`src/rtl/stream_demux_if.sv`:
```
// Stream bundle between one producer and N_OUT consumers of the demultiplexer.
// The master modport is the environment (drives the input stream, owns out_ready);
// the slave modport is the demultiplexer itself.
interface stream_demux_if #(
  parameter int DATA_W = 8,
  parameter int N_OUT  = 4,
  parameter int SEL_W  = 2
);
  logic [DATA_W-1:0]       in_data;
  logic [SEL_W-1:0]        in_sel;
  logic                    in_last;
  logic                    in_valid;
  logic                    in_ready;
  logic [N_OUT*DATA_W-1:0] out_data;
  logic [N_OUT-1:0]        out_last;
  logic [N_OUT-1:0]        out_valid;
  logic [N_OUT-1:0]        out_ready;

  modport master (
    output in_data, in_sel, in_last, in_valid, out_ready,
    input  in_ready, out_data, out_last, out_valid
  );

  modport slave (
    input  in_data, in_sel, in_last, in_valid, out_ready,
    output in_ready, out_data, out_last, out_valid
  );
endinterface

```
`src/rtl/stream_demux.sv`:
```
// 1-to-N_OUT streaming demultiplexer with packet-locked routing.
// Each channel owns a one-entry output register; a route is chosen on the
// first beat of a packet and held until the beat carrying in_last. Packets
// aimed at a non-existent channel are swallowed and counted.
module stream_demux #(
  parameter int DATA_W = 8,
  parameter int N_OUT  = 4,
  parameter int SEL_W  = 2,
  parameter int CNT_W  = 16
) (
  input  logic             clk,
  input  logic             rst,
  stream_demux_if.slave    bus,
  output logic             err_sel,
  output logic [CNT_W-1:0] drop_cnt
);

  typedef enum logic [1:0] {IDLE, LOCK, DROP} state_t;

  state_t                  state, state_nxt;
  logic [SEL_W-1:0]        lock_sel;
  logic [SEL_W-1:0]        tgt;
  logic                    tgt_ok;
  logic                    slot_free;
  logic [N_OUT-1:0]        free;
  logic                    accept, route, drop;
  logic [N_OUT*DATA_W-1:0] data_q;
  logic [N_OUT-1:0]        last_q;
  logic [N_OUT-1:0]        valid_q;

  // Counter that sticks at all-ones instead of wrapping.
  function automatic logic [CNT_W-1:0] sat_inc(input logic [CNT_W-1:0] c);
    return (&c) ? c : c + 1'b1;
  endfunction

  // A slot can take a beat when empty or when it is being drained this cycle.
  always_comb free = ~valid_q | bus.out_ready;

  // Resolve the effective target and whether the beat can move this cycle.
  always_comb begin
    tgt       = (state == LOCK) ? lock_sel : bus.in_sel;
    tgt_ok    = (state != DROP) && (32'(tgt) < N_OUT);
    slot_free = 1'b0;
    for (int k = 0; k < N_OUT; k++)
      if (tgt == SEL_W'(k)) slot_free = free[k];
  end

  // Beats with no real destination are always accepted so they never stall.
  assign bus.in_ready = tgt_ok ? slot_free : 1'b1;
  assign accept       = bus.in_valid && bus.in_ready;
  assign route        = accept && tgt_ok;
  assign drop         = accept && !tgt_ok;

  // Packet FSM state register.
  always_ff @(posedge clk or posedge rst) begin
    if (rst) state <= IDLE;
    else     state <= state_nxt;
  end

  // Packet FSM transitions, advanced only by accepted beats.
  always_comb begin
    state_nxt = state;
    if (accept) begin
      case (state)
        IDLE:       if (!bus.in_last) state_nxt = tgt_ok ? LOCK : DROP;
        LOCK, DROP: if (bus.in_last)  state_nxt = IDLE;
        default:    state_nxt = IDLE;
      endcase
    end
  end

  // Capture the route of a multi-beat packet; only read while in LOCK.
  always_ff @(posedge clk) begin
    if (state == IDLE && route && !bus.in_last) lock_sel <= bus.in_sel;
  end

  // Stage p0 -> output registers: write only the targeted slot, drain the rest.
  always_ff @(posedge clk or posedge rst) begin
    if (rst) begin
      valid_q <= '0;
      last_q  <= '0;
      data_q  <= '0;
    end else begin
      for (int k = 0; k < N_OUT; k++) begin
        if (route && tgt == SEL_W'(k)) begin
          data_q[k*DATA_W +: DATA_W] <= bus.in_data;
          last_q[k]                  <= bus.in_last;
          valid_q[k]                 <= 1'b1;
        end else if (bus.out_ready[k]) begin
          valid_q[k] <= 1'b0;
        end
      end
    end
  end

  // Drop reporting: pulse the cycle after a discarded beat and count it.
  always_ff @(posedge clk or posedge rst) begin
    if (rst) begin
      err_sel  <= 1'b0;
      drop_cnt <= '0;
    end else begin
      err_sel <= drop;
      if (drop) drop_cnt <= sat_inc(drop_cnt);
    end
  end

  assign bus.out_data  = data_q;
  assign bus.out_last  = last_q;
  assign bus.out_valid = valid_q;

endmodule

```
`src/flat_wrapper.sv`:
```
// flat-port wrapper written by rule: the top's interface ports become plain ports
module stream_demux_flat 
#(
  parameter int DATA_W = 8,
  parameter int N_OUT  = 4,
  parameter int SEL_W  = 2,
  parameter int CNT_W  = 16
)
  (clk, rst, err_sel, drop_cnt, bus_in_data, bus_in_sel, bus_in_last, bus_in_valid, bus_out_ready, bus_in_ready, bus_out_data, bus_out_last, bus_out_valid);
  stream_demux_if #(.DATA_W(DATA_W), .N_OUT(N_OUT), .SEL_W(SEL_W)) bus_i ();
  input  logic clk;
  input  logic rst;
  output logic err_sel;
  output logic [CNT_W-1:0] drop_cnt;
  input wire logic [$bits(bus_i.in_data)-1:0] bus_in_data;
  input wire logic [$bits(bus_i.in_sel)-1:0] bus_in_sel;
  input wire logic [$bits(bus_i.in_last)-1:0] bus_in_last;
  input wire logic [$bits(bus_i.in_valid)-1:0] bus_in_valid;
  input wire logic [$bits(bus_i.out_ready)-1:0] bus_out_ready;
  output wire logic [$bits(bus_i.in_ready)-1:0] bus_in_ready;
  output wire logic [$bits(bus_i.out_data)-1:0] bus_out_data;
  output wire logic [$bits(bus_i.out_last)-1:0] bus_out_last;
  output wire logic [$bits(bus_i.out_valid)-1:0] bus_out_valid;
  assign bus_i.in_data = bus_in_data;
  assign bus_i.in_sel = bus_in_sel;
  assign bus_i.in_last = bus_in_last;
  assign bus_i.in_valid = bus_in_valid;
  assign bus_i.out_ready = bus_out_ready;
  assign bus_in_ready = bus_i.in_ready;
  assign bus_out_data = bus_i.out_data;
  assign bus_out_last = bus_i.out_last;
  assign bus_out_valid = bus_i.out_valid;
  stream_demux #(.DATA_W(DATA_W), .N_OUT(N_OUT), .SEL_W(SEL_W), .CNT_W(CNT_W)) u_core (.clk(clk), .rst(rst), .bus(bus_i), .err_sel(err_sel), .drop_cnt(drop_cnt));
endmodule
```
`config.mk`:
```
export PLATFORM = sky130hd
export DESIGN_NAME = stream_demux_flat
export DESIGN_NICKNAME = d
export VERILOG_FILES = /design/src/rtl/stream_demux_if.sv /design/src/rtl/stream_demux.sv /design/src/flat_wrapper.sv
export SDC_FILE = /design/constraint.sdc
export NUM_CORES = 1
export LEC_CHECK = 0
export BUFFER_PORTS_ARGS = -buffer_cell sky130_fd_sc_hd__buf_4
export CORE_UTILIZATION = 50
export DETAILED_ROUTE_END_ITERATION = 16
export PLACE_DENSITY = 0.8
export SKIP_LAST_GASP = 1
export SYNTH_ARGS = -nofsm -noshare
export SYNTH_HDL_FRONTEND = slang
export SYNTH_SLANG_ARGS = --single-unit
```
`constraint.sdc`:
```
create_clock -name clk -period 5.8 [get_ports clk]
set_clock_uncertainty 0.05 [all_clocks]
set_input_delay 0.29 -clock clk [delete_from_list [all_inputs] [get_ports clk]]
set_output_delay 0.29 -clock clk [all_outputs]
set_load 0.02 [all_outputs]
```
After elaboration in Yosys (flattened, before gate mapping)
Cells that the tools add are included.
- register bits after elaboration: 61
- latch bits: 0
- bits in writable memories: 0
- ROM bits: 0
- input bits: 18
- logic and storage cells: 67
- memories kept: 0
- add/subtract/negate cells: 1
- multiply operators: 0
- div/mod/pow operators: 0
- $lt $le $gt $ge: 0
- eq/ne operators: 8
- shift-type cells: 0
- multiplexer cells: 18
- bitwise operators: 3
- reduce and logical (&&, ||, !) cells: 21
- operators with widths (kind ; count):
    adder 16 x 1 -> 16 bit, second input constant ; 1
    AND reduction 16 bit ; 1
    2-to-1 mux 1 bit ; 13
    logical AND 1 bit ; 9
    2-to-1 mux 2 bit ; 4
    nonzero test 2 bit ; 4
    equality test 2 bit, second input constant ; 3
    != test 2 bit, second input constant ; 3
    equality test 2 x 1 -> 1 bit, second input constant ; 2
    logical NOT 2 bit ; 2
    inverter 4 bit ; 1
    OR 4 bit ; 1
    case mux 2 bit (2 select lines) ; 1
    AND reduction 3 bit ; 1
    logical NOT 1 bit ; 2
    AND reduction 2 bit ; 1
    OR reduction 2 bit ; 1
    inverter 1 bit ; 1

Depth between registers and ports, before layout
Gate-level depths: netlist of the first run.
- depth after elaboration: 12
- mapped depth: 9
- depth with buffers taken out: 7

Least setup slack after synthesis of the first run
OpenSTA, ideal clock, no wires.
- kind: register -> register
- from: register u_core.state[1]
- to: register u_core.data_q[0], in the netlist u_core.bus.out_data[0]
- arrival: 2.361 ns
- data required time: 5.625 ns
- path slack: 3.264 ns
- cell stages (with the launch flop): 10
- period minus slack after synthesis: 2.536 ns
- path through: dfrtp_1 -> inv_1 -> ha_1 -> buf_4 -> mux2i_1 -> mux2_4 -> a2111o_1 -> nor2b_1 -> buf_6 -> mux2_4
- longest elaborated chain between the ends: 11
- elaborated cells on any way between the ends: 15
- those cells by class: eq/ne: 5; mux: 6; reduce/logical: 4
- RTL lines (what ; RTL line ; RTL):
    start, declared ; stream_demux.sv:20 ; state_t state, state_nxt;
    start signal, assigned ; stream_demux.sv:57 ; else state <= state_nxt;
    equality test 2 x 1 -> 1 bit ; stream_demux.sv:41 ; tgt = (state == LOCK) ? lock_sel : bus.in_sel;
    2-to-1 mux 2 bit ; stream_demux.sv:41 ;
    logical NOT 2 bit ; stream_demux.sv:45 ; if (tgt == SEL_W'(k)) slot_free = free[k];
    2-to-1 mux 1 bit (4 in a row) ; stream_demux.sv:45 ;
    2-to-1 mux 1 bit * ; stream_demux.sv:49 ; assign bus.in_ready = tgt_ok ? slot_free : 1'b1;
    net bus_in_ready ; flat_wrapper.sv:20 ; output wire logic [$bits(bus_i.in_ready)-1:0] bus_in_ready;
    logical AND 1 bit * ; stream_demux.sv:50 ; assign accept = bus.in_valid && bus.in_ready;
    logical AND 1 bit * ; stream_demux.sv:51 ; assign route = accept && tgt_ok;
    logical AND 1 bit * ; stream_demux.sv:85 ; if (route && tgt == SEL_W'(k)) begin
    end signal, assigned by index ; stream_demux.sv:86 ; data_q[k*DATA_W +: DATA_W] <= bus.in_data;
    end, declared ; stream_demux.sv:27 ; logic [N_OUT*DATA_W-1:0] data_q;
Mark *: on every way through the listed nets, which the timed path passes. The rest lies on a longest branch.
A chain may end at the register's enable or synchronous reset.

Worst setup path after layout of the first run
- from: register u_core.state[1]
- to: register u_core.data_q[1], in the netlist u_core.bus.out_data[1]
- longest elaborated chain between the ends: 11
- elaborated cells on any way between the ends: 15
- those cells by class: eq/ne: 5; mux: 6; reduce/logical: 4
- RTL lines (what ; RTL line):
    equality test 2 x 1 -> 1 bit ; stream_demux.sv:41
    2-to-1 mux 2 bit ; stream_demux.sv:41
    logical NOT 2 bit ; stream_demux.sv:45, stream_demux.sv:85
    2-to-1 mux 1 bit (4 in a row) ; stream_demux.sv:45
    2-to-1 mux 1 bit ; stream_demux.sv:49
    logical AND 1 bit ; stream_demux.sv:50
    logical AND 1 bit ; stream_demux.sv:51
    logical AND 1 bit * ; stream_demux.sv:85
Mark *: on every way between the ends. The rest lies on a longest branch, timed or not.

==> metrics.md, run 1 <==
| Metric | Value |
|---|---|
| Maximum number of pins on one net before global-route repair | `60` |
| Int Pwr | `1.162 mW` |
| Share of flip-flops with an asynchronous set or reset after synthesis | `0.9672` |
| P&R area growth vs syn | `30.65%` |
| Unique cell type count in the Yosys netlist | `35` |
| Crit path max-delay cell type | `sky130_fd_sc_hd__nor2b_1` |
| Number of enable flip-flop cells after synthesis | `2` |
| Total core area | `5107 sq um` |
| Total negative setup slack | `0 ns` |
| HPWL reported at the end of detailed placement | `3.840 mm` |
| Number of antenna violations at the first check in global routing | `0` |
| Total via count in the routed design | `1866` |
| Vias in the first global route | `1743` |
| Average wire length per cell after detail routing | `15.09 microns` |
| Maximum fanout along the worst path | `10` |
| CTS root buffer | `sky130_fd_sc_hd__clkbuf_8` |
| Resized Gates After CTS | `0` |
| Max stage delay on crit path | `0.91 ns` |
| Primary flip-flop cell chosen by synthesis mapping | `sky130_fd_sc_hd__dfrtp_1` |
| Fin crit share | `0.5339` |
| Syn Nets | `223` |
| Count of standard-cell rows | `26` |
| Worst path top cell family by delay | `simple AND/OR/NAND/NOR gates` |
| Proportion of power drawn by combinational gates | `0.424` |
| Run status | `finished clean` |
| Share of synthesized area occupied by flip-flops and latches | `0.5782` |
| Die Area | `5611 sq um` |
| Switching power share of the total | `0.3511` |
| Max-slew violations | `0` |
| Most frequent standard cell in the layout excluding fill and tap cells | `sky130_fd_sc_hd__buf_4` |
| Capturing element type of the critical path | `flip-flop` |
| Net count, final | `307` |
| Clock tree from TritonCTS | `yes` |
| Reg-to-reg critical path endpoint | `u_core.bus.out_data[1]` |
| DRC violation count after routing | `0` |
| Leakage power total | `1.727 nW` |
| Number of failing setup endpoints in the final timing report | `0` |
| Worst path required time | `5.96 ns` |
| Worst Hold Slack | `0.1112 ns` |
| Kind of critical path | `reg -> reg` |
| Power share of the clock group | `0.199` |
| Power density relative to cell area | `515.6 nW/um^2` |
| Startpoint of the most critical register-to-register path | `u_core.state[1]` |
| Worst Hold Class | `in -> async` |
| Mean area per synthesized cell | `13.22 sq um` |
| Total placed instance area | `3292 sq um` |
| Sequential share of power | `0.377` |
| Post-route total power | `1.790 mW` |
| Hold violation count in the final report | `0` |
| R2R depth | `7` |
| Die H | `74.91 microns` |
| Switching power | `0.6286 mW` |
| Cell count after synthesis | `201` |
| Category of the worst setup path launch point | `flip-flop` |
| Worst EP arrival | `3.26 ns` |
| Post-synth design cell area | `2658 sq um` |
| Total number of H-tree levels | `3` |
| Grt total ovfl | `0` |
| Maximum operating frequency | `322.9 MHz` |
| Worst path cell trace | `inv_1 > ha_1 > or3b_2 > a21boi_0 > a2111o_1 > nor2b_1 > mux2_4` |
| Total global-route track usage | `0.2010` |
| Wire length reported by the detailed router | `5.403 mm` |
| Worst-case vdd ir drop | `349.8 uV` |
| Chip Width | `74.91 microns` |
| Routed Antenna Nets | `0` |
| Port Buffers | `75` |
| Cts bufs inserted | `9` |
| Yosys top cell area share | `0.5556` |
| Initial drt markers | `86` |
| Setup repair after global routing missed its margin | `false` |
| Number of clock sinks | `61` |
| Count of hold-fix buffers inserted at cts | `0` |
| Post-route minimum period | `3.097 ns` |
| Number of warnings issued by yosys | `0` |
| Cells taking the most area after synthesis | `sky130_fd_sc_hd__dfrtp_1 56%, sky130_fd_sc_hd__mux2_2 12%, sky130_fd_sc_hd__mux2_4 5.6%, sky130_fd_sc_hd__xor2_1 3.3%, sky130_fd_sc_hd__edfxtp_1 2.3%` |
| Latest clock arrival within the worst-skew pair | `0.33 ns` |
| Design Area, Final | `3472 sq um` |
| Via count normalized by instance count | `5.212` |
| Post-CTS repair timing setup buffer count | `0` |
| Critical path buffer and inverter count | `1` |
| Biggest area consumer among synthesized cells | `sky130_fd_sc_hd__dfrtp_1` |
| Top-level I/O count | `76` |
| Antenna diode count | `0` |
| First-pass iteration count of the detailed router | `4` |
| Number of maximum-capacitance violations | `0` |
| Register clock-pin slew on the reported worst setup and hold paths | `0.06 ns` |
| Normalized max-slew margin | `0.2484` |
| Register-to-Register Setup Slack | `2.70 ns` |
| Maximum root-to-sink buffer count | `2` |
| First-pass GRT wire length | `8.114 mm` |
| Synth Register Bits | `61` |
| Initial core utilization | `0.5203` |
| Share of cells above drive strength 1 | `0.4583` |
| Transition at the pin with the smallest max-transition slack | `1.125 ns` |
| Gpl congestion | `0.7971` |
| Most frequent cells in the layout | `76 x sky130_fd_sc_hd__buf_4, 59 x sky130_fd_sc_hd__dfrtp_1, 29 x sky130_fd_sc_hd__mux2_2` |
[power groups by stage]
| stage | combinational [mW] | clock, mW | sequential, mW |
|---|---|---|---|
| finish | 0.759 | 0.356 | 0.676 |
| global route | 0.809 | 0.380 | 0.696 |
| global placement | 0.747 | 0 | 0.673 |
| detailed placement | 0.764 | 0 | 0.682 |
| CTS | 0.764 | 0.363 | 0.676 |
| floorplan | 0.279 | 0 | 0.850 |
[cell type report]
type                       instances  area (sq um)
fill                             403          1635
sequential                        61          1536
multi-input combinational        131          1075
timing repair buffer              76         570.5
clock buffer                      12         145.1
tap                               70         87.58
clock inverter                     2         35.03
inverter                           6         22.52
[state kept, by name, indices dropped and copies added, names as in the netlist]
signal	flops
u_core.bus.out_data	32
u_core.bus.out_last	4
u_core.bus.out_valid	4
u_core.drop_cnt	16
u_core.err_sel	1
u_core.lock_sel	2
u_core.state	2
[worst register-to-register path, cell delays in order, from the launching register on]
cell                       delay [ns]
sky130_fd_sc_hd__dfrtp_1         0.34
sky130_fd_sc_hd__inv_1           0.07
sky130_fd_sc_hd__ha_1            0.30
sky130_fd_sc_hd__or3b_2          0.50
sky130_fd_sc_hd__a21boi_0        0.24
sky130_fd_sc_hd__a2111o_1        0.21
sky130_fd_sc_hd__nor2b_1         0.91
sky130_fd_sc_hd__mux2_4          0.36
[routing by layer]
| layer | wire (microns) | global-route usage | part of all wire | vias up |
|---|---|---|---|---|
| met2 | 2576 | 0.3123 | 0.48 | 46 |
| met1 | 2526 | 0.2638 | 0.47 | 930 |
| li1 | - | - | - | 881 |
| met5 | 0 | 0 | 0 | - |
| met3 | 232 | 0.07095 | 0.043 | 9 |
| met4 | 68 | 0.06918 | 0.013 | 0 |
[metrics by stage]
| step | setup WS, ns | instances | util |
|---|---|---|---|
| 2_1_floorplan | 3.264 | 201 | - |
| 3_3_place_gp | 2.815 | 344 | 0.6445 |
| 3_5_place_dp | 2.752 | 344 | 0.6445 |
| 4_1_cts | 2.746 | 358 | 0.6798 |
| 5_1_grt | 2.572 | 358 | 0.6798 |
| 6_report | 2.703 | 358 | 0.6798 |
[cell usage after synthesis, types with 2 or more instances]
master	count
sky130_fd_sc_hd__mux2_4	10
sky130_fd_sc_hd__mux2i_1	3
sky130_fd_sc_hd__and3_1	3
sky130_fd_sc_hd__o21ai_0	2
sky130_fd_sc_hd__edfxtp_1	2
sky130_fd_sc_hd__nor2_1	10
sky130_fd_sc_hd__xor2_1	10
sky130_fd_sc_hd__a21oi_1	4
sky130_fd_sc_hd__nand3b_1	3
sky130_fd_sc_hd__nor3_1	6
sky130_fd_sc_hd__mux2_2	29
sky130_fd_sc_hd__nand3_1	5
sky130_fd_sc_hd__xnor2_1	3
sky130_fd_sc_hd__nor4_1	2
sky130_fd_sc_hd__nand2b_1	4
sky130_fd_sc_hd__nand2_1	12
sky130_fd_sc_hd__o32ai_1	2
sky130_fd_sc_hd__ha_1	4
sky130_fd_sc_hd__nand4_1	7
sky130_fd_sc_hd__nor2b_1	2
sky130_fd_sc_hd__dfrtp_1	59
sky130_fd_sc_hd__inv_1	6
[worst max path at each step]
stage                               start                     end  slack [ns]  cells after the start
after floorplan           u_core.state[1]  u_core.bus.out_data[0]        3.26                      9
after global placement    u_core.state[0]  u_core.bus.out_data[0]        2.81                      6
after detailed placement  u_core.state[1]  u_core.bus.out_data[1]        2.75                      7
after CTS                 u_core.state[1]  u_core.bus.out_data[1]        2.75                      7
after global routing      u_core.state[1]  u_core.bus.out_data[4]        2.57                      7
final                     u_core.state[1]  u_core.bus.out_data[1]        2.70                      7
[logic make-up after synthesis]
group                      after synthesis  synth area share
muxes                                   42            0.1907
AOI/OAI and AO/OA                       13           0.03484
buffers and inverters                    9           0.01742
and+or+nand+nor                         59            0.1172
xor gates and xnor gates                13           0.04284
adders and majority gates                4           0.01883
DFF                                     61            0.5782
No activity file was read; power rests on OpenSTA's default activity.
==> run 2, diff against run 1 <==
--- a/config.mk
+++ b/config.mk
@@ -6,9 +6,9 @@
 export NUM_CORES = 1
 export LEC_CHECK = 0
 export BUFFER_PORTS_ARGS = -buffer_cell sky130_fd_sc_hd__buf_4
-export CORE_UTILIZATION = 50
+export CORE_UTILIZATION = 46
 export DETAILED_ROUTE_END_ITERATION = 16
-export PLACE_DENSITY = 0.8
+export PLACE_DENSITY = 0.78
 export SKIP_LAST_GASP = 1
 export SYNTH_ARGS = -nofsm -noshare
 export SYNTH_HDL_FRONTEND = slang
==> constraint.sdc (replaced) <==
create_clock -name clk -period 2.69 [get_ports clk]
set_clock_uncertainty 0.05 [all_clocks]
set_input_delay 0.1345 -clock clk [delete_from_list [all_inputs] [get_ports clk]]
set_output_delay 0.1345 -clock clk [all_outputs]
set_load 0.02 [all_outputs]
==> metrics.md, run 2 (synthesized netlist as in run 1, its figures left out) <==
| Metric | Value |
|---|---|
| Initial drt markers | `94` |
| Design Area, Final | `3677 sq um` |
| Number of antenna violations at the first check in global routing | `0` |
| Category of the worst setup path launch point | `flip-flop` |
| Leakage power total | `1.812 nW` |
| Capturing element type of the critical path | `flip-flop` |
| Hold violation count in the final report | `0` |
| Maximum number of pins on one net before global-route repair | `60` |
| Latest clock arrival within the worst-skew pair | `0.34 ns` |
| Cts bufs inserted | `9` |
| Worst Hold Slack | `0.03833 ns` |
| Chip Width | `78.01 microns` |
| Die Area | `6086 sq um` |
| Total core area | `5540 sq um` |
| Transition at the pin with the smallest max-transition slack | `0.7467 ns` |
| Antenna diode count | `0` |
| Core occupancy in the finished layout | `0.6637` |
| Die H | `78.01 microns` |
| Fin cells | `377` |
| Via count normalized by instance count | `5.133` |
| Gpl congestion | `0.8561` |
| Net count, final | `322` |
| Worst-case vdd ir drop | `755.7 uV` |
| Count of standard-cell rows | `27` |
| Most used cell along the critical path | `sky130_fd_sc_hd__mux2_4` |
| Most frequent cells in the layout | `80 x sky130_fd_sc_hd__buf_4, 59 x sky130_fd_sc_hd__dfrtp_1, 29 x sky130_fd_sc_hd__mux2_2` |
| Share of cells above drive strength 1 | `0.4689` |
| Initial core utilization | `0.4797` |
| Kind of critical path | `reg -> reg` |
| Setup repair after global routing missed its margin | `false` |
| Total global-route track usage | `0.2032` |
| Worst path required time | `2.86 ns` |
| Number of clock sinks | `61` |
| Maximum root-to-sink buffer count | `2` |
| Placed instance count | `350` |
| First-pass iteration count of the detailed router | `4` |
| Max FFs per register | `32` |
| Post-route minimum period | `2.581 ns` |
| Run status | `finished clean` |
| Number of maximum-capacitance violations | `0` |
| HPWL reported at the end of detailed placement | `3.918 mm` |
| Worst EP arrival | `2.75 ns` |
| Total number of H-tree levels | `3` |
| Crit path max-delay cell type | `sky130_fd_sc_hd__a2111o_1` |
| Maximum fanout along the worst path | `9` |
| P&R area growth vs syn | `38.37%` |
| Vias in the first global route | `1848` |
| Fin crit share | `0.9596` |
| DRC violation count after routing | `0` |
| Grt total ovfl | `0` |
| Register clock-pin slew on the reported worst setup and hold paths | `0.08 ns` |
| Power density relative to cell area | `1106 nW/um^2` |
| Clock tree from TritonCTS | `yes` |
| Worst Hold Class | `in -> reg` |
| Top-level I/O count | `76` |
| Max-slew violations | `0` |
| Wire length reported by the detailed router | `5.852 mm` |
| Worst path cell trace | `inv_1 > ha_4 > mux2i_2 > mux2_4 > a2111o_1 > nor2b_1 > buf_4 > mux2_4` |
| Average wire length per cell after detail routing | `15.52 microns` |
| First-pass GRT wire length | `9.321 mm` |
| Port Buffers | `75` |
| Normalized max-slew margin | `0.5022` |
| Total via count in the routed design | `1935` |
| CTS root buffer | `sky130_fd_sc_hd__clkbuf_8` |
| Routed Antenna Nets | `0` |
| Most frequent standard cell in the layout excluding fill and tap cells | `sky130_fd_sc_hd__buf_4` |
| Maximum operating frequency | `387.4 MHz` |
| Total placed instance area | `3324 sq um` |
| Number of failing setup endpoints in the final timing report | `0` |
| Max stage delay on crit path | `0.45 ns` |
==> run 2: worst paths after layout <==
kind / from / endpoint / slack (ns) / cells after the start
setup reg to reg: u_core.state[1] / u_core.bus.out_data[4] / 0.11 / 8
min in group asynchronous: rst / u_core.bus.out_data[30] / 0.51 / 4
setup / recovery: u_core.state[1] / u_core.bus.out_data[4] / 0.11 / 8
hold / removal: bus_in_last / u_core.bus.out_last[1] / 0.04 / 2
max in group asynchronous: rst / u_core.bus.out_data[2] / 1.58 / 4
hold reg to reg: u_core.bus.out_data[24] / u_core.bus.out_data[24] / 0.46 / 1
==> run 2: through the flow <==
stage	TNS, ns	power, mW	setup slack, ns
final	0	4.067	0.1088
after global routing	0	4.272	0.03103
after CTS	0	4.079	0.04284
after detailed placement	-0.02549	3.136	-0.01291
after global placement	0	3.095	0.06639
after floorplan	0	2.435	0.1536
==> run 2: critical path, delay by kind of cell (launching register included) <==
kind	cells	cell delay, ns
compound gates	1	0.45
fa+ha+maj	1	0.19
buf+inv	2	0.35
flops	1	0.38
mux	3	0.87
simple gates	1	0.17
==> run 2: area by class of cell <==
class,instances,area (sq um)
clock buffers,9,123.9
repair buffers,91,710.7
well taps,72,90.09
multi-input cells,131,1095
inverters,6,22.52
fillers,436,1863
flip-flops and latches,61,1536
clock inverters,7,98.84
==> run 2: metal layers <==
layer  track usage  share of wire
met1        0.2724           0.44
met2        0.3177           0.51
met3       0.05000          0.039
met4       0.08333          0.012
met5             0              0
==> run 2: where the power goes <==
group	total (mW)	switching [mW]	leakage, nW	internal, mW
Combinational	1.68	0.833	0.942	0.852
Sequential	1.48	0.226	0.759	1.25
Clock	0.905	0.379	0.110	0.526
Total	4.07	1.44	1.81	2.63
==> run 2: repair_timing <==
| item | 4_1_cts | 5_1_grt |
|---|---|---|
| resized for setup | 2 | 2 |
| hold endpoints to repair | 87 | 0 |
| hold buffers | 11 | 0 |
| gates cloned | 0 | 0 |
| buffers inserted | 0 | 0 |
| endpoints found under the setup margin | 15 | 14 |
==> run 3, diff against run 2 <==
--- a/config.mk
+++ b/config.mk
@@ -8,7 +8,7 @@
 export BUFFER_PORTS_ARGS = -buffer_cell sky130_fd_sc_hd__buf_4
 export CORE_UTILIZATION = 46
 export DETAILED_ROUTE_END_ITERATION = 16
-export PLACE_DENSITY = 0.78
+export PLACE_DENSITY = 0.75
 export SKIP_LAST_GASP = 1
 export SYNTH_ARGS = -nofsm -noshare
 export SYNTH_HDL_FRONTEND = slang
==> metrics.md, run 3 (synthesized netlist as in run 1, its figures left out) <==
| Metric | Value |
|---|---|
| Crit path max-delay cell type | `sky130_fd_sc_hd__a2111o_1` |
| Normalized max-slew margin | `0.5112` |
| Post-route minimum period | `2.576 ns` |
| Max stage delay on crit path | `0.44 ns` |
| Startpoint of the most critical register-to-register path | `u_core.state[1]` |
| CTS root buffer | `sky130_fd_sc_hd__clkbuf_8` |
| Top-level I/O count | `76` |
| P&R area growth vs syn | `34.18%` |
| Count of standard-cell rows | `27` |
| Cts bufs inserted | `9` |
| Count of fill cells added during filler insertion | `458` |
| CP startpoint | `u_core.state[1]` |
| Via count normalized by instance count | `5.084` |
| First-pass GRT wire length | `8.949 mm` |
| Number of clock sinks | `61` |
| First-pass iteration count of the detailed router | `4` |
| Vias in the first global route | `1806` |
| Chip Width | `78.01 microns` |
| Post-route total power | `3.857 mW` |
| Leakage power total | `1.771 nW` |
| Grt total ovfl | `0` |
| Gpl congestion | `0.8746` |
| Post-CTS repair timing setup buffer count | `0` |
| Total negative setup slack | `0 ns` |
| Maximum root-to-sink buffer count | `2` |
| Category of the worst setup path launch point | `flip-flop` |
| Clock tree from TritonCTS | `yes` |
| HPWL reported at the end of detailed placement | `3.841 mm` |
| Number of failing setup endpoints in the final timing report | `0` |
| Max-slew violations | `0` |
| Worst path cell trace | `inv_1 > ha_4 > mux2i_1 > mux2_4 > a2111o_1 > nor2b_1 > buf_4 > mux2_4` |
| Design Area, Final | `3566 sq um` |
| Die H | `78.01 microns` |
| Capturing element type of the critical path | `flip-flop` |
| Total core area | `5540 sq um` |
| Transition at the pin with the smallest max-transition slack | `0.7332 ns` |
| Register clock-pin slew on the reported worst setup and hold paths | `0.07 ns` |
| Total global-route track usage | `0.1945` |
| Port Buffers | `75` |
| Latest clock arrival within the worst-skew pair | `0.32 ns` |
| Worst-case vdd ir drop | `658.1 uV` |
| Net count, final | `316` |
| Wire length reported by the detailed router | `5.449 mm` |
| Hold violation count in the final report | `0` |
| Worst EP arrival | `2.73 ns` |
| Number of antenna violations at the first check in global routing | `0` |
| Average wire length per cell after detail routing | `14.73 microns` |
| Share of cells above drive strength 1 | `0.4698` |
| Total via count in the routed design | `1881` |
| Max FFs per register | `32` |
| Initial core utilization | `0.4797` |
| Number of maximum-capacitance violations | `0` |
| Setup repair after global routing missed its margin | `false` |
| Most frequent standard cell in the layout excluding fill and tap cells | `sky130_fd_sc_hd__buf_4` |
| Total placed instance area | `3332 sq um` |
| Run status | `finished clean` |
| Total number of H-tree levels | `3` |
| Worst Hold Class | `in -> reg` |
| Maximum fanout along the worst path | `9` |
| Power density relative to cell area | `1082 nW/um^2` |
| Antenna diode count | `0` |
| Maximum number of pins on one net before global-route repair | `60` |
| Maximum operating frequency | `388.3 MHz` |
| Fin crit share | `0.9575` |
| Worst path required time | `2.85 ns` |
| Routed Antenna Nets | `0` |
| Initial drt markers | `95` |
| Most frequent cells in the layout | `81 x sky130_fd_sc_hd__buf_4, 59 x sky130_fd_sc_hd__dfrtp_1, 29 x sky130_fd_sc_hd__mux2_2` |
| DRC violation count after routing | `0` |
| Die Area | `6086 sq um` |
| Worst Hold Launch | `bus_in_data[6]` |
| Most used cell along the critical path | `sky130_fd_sc_hd__mux2_4` |
| Kind of critical path | `reg -> reg` |
## run 3: layout make-up
type,instances,area [sq um],share of cell area
flip-flops and latches,61,1536,0.4309
multi-input cells,131,1091,0.3060
repair buffers,85,648.1,0.1818
clock buffers,14,172.7,0.04842
well taps,72,90.09,0.02526
inverters,6,22.52,0.006316
clock inverters,1,5.005,0.001404
## run 3: timing repair
action | in CTS | in global routing
hold buffers | 3 | 1
resized for setup | 1 | 2
setup endpoints to repair | 9 | 18
hold endpoints to repair | 24 | 1
## run 3: worst paths after layout
path                                                end  slack, ns  cells past startpoint
worst max-delay path             u_core.bus.out_data[5]       0.11                      8
worst min register to register       u_core.drop_cnt[7]       0.44                      1
max in group asynchronous       u_core.bus.out_data[31]       1.58                      4
worst min-delay path             u_core.bus.out_data[6]       0.01                      2
min in group asynchronous            u_core.drop_cnt[4]       0.52                      4
worst max register to register   u_core.bus.out_data[5]       0.11                      8
## run 3: power by group
part | leakage, nW | total, mW | internal (mW) | switching, mW
Combinational | 0.919 | 1.67 | 0.846 | 0.820
Sequential | 0.759 | 1.46 | 1.25 | 0.212
Clock | 0.0926 | 0.728 | 0.404 | 0.323
## run 3: routing by layer
layer	GRT usage	wire [microns]	vias to the layer above
met2	0.2903	2673	48
met4	0.1019	81	0
met5	0	0	-
met3	0.04535	237	8
met1	0.2655	2457	921
li1	-	-	904
## run 3: critical path: cells and delay by family, from the launching register on
family	cells	cell delay (ns)
muxes	3	0.89
AOI/OAI and AO/OA	1	0.44
DFF	1	0.38
buffers and inverters	2	0.34
adders and majority gates	1	0.19
and+or+nand+nor	1	0.17
## run 3: per-stage QoR
step / util / cells / setup WS [ns] / hold slack [ns]
finish: 0.6436 / 370 / 0.1144 / 0.01269
global route: 0.6436 / 370 / 0.01454 / 0.007070
CTS: 0.6396 / 369 / 0.007313 / 0.002649
detailed placement: 0.6014 / 351 / -0.05143 / 0.3156
global placement: 0.6014 / 351 / 0.04642 / 0.3146
floorplan: - / 201 / 0.1536 / 0.1834
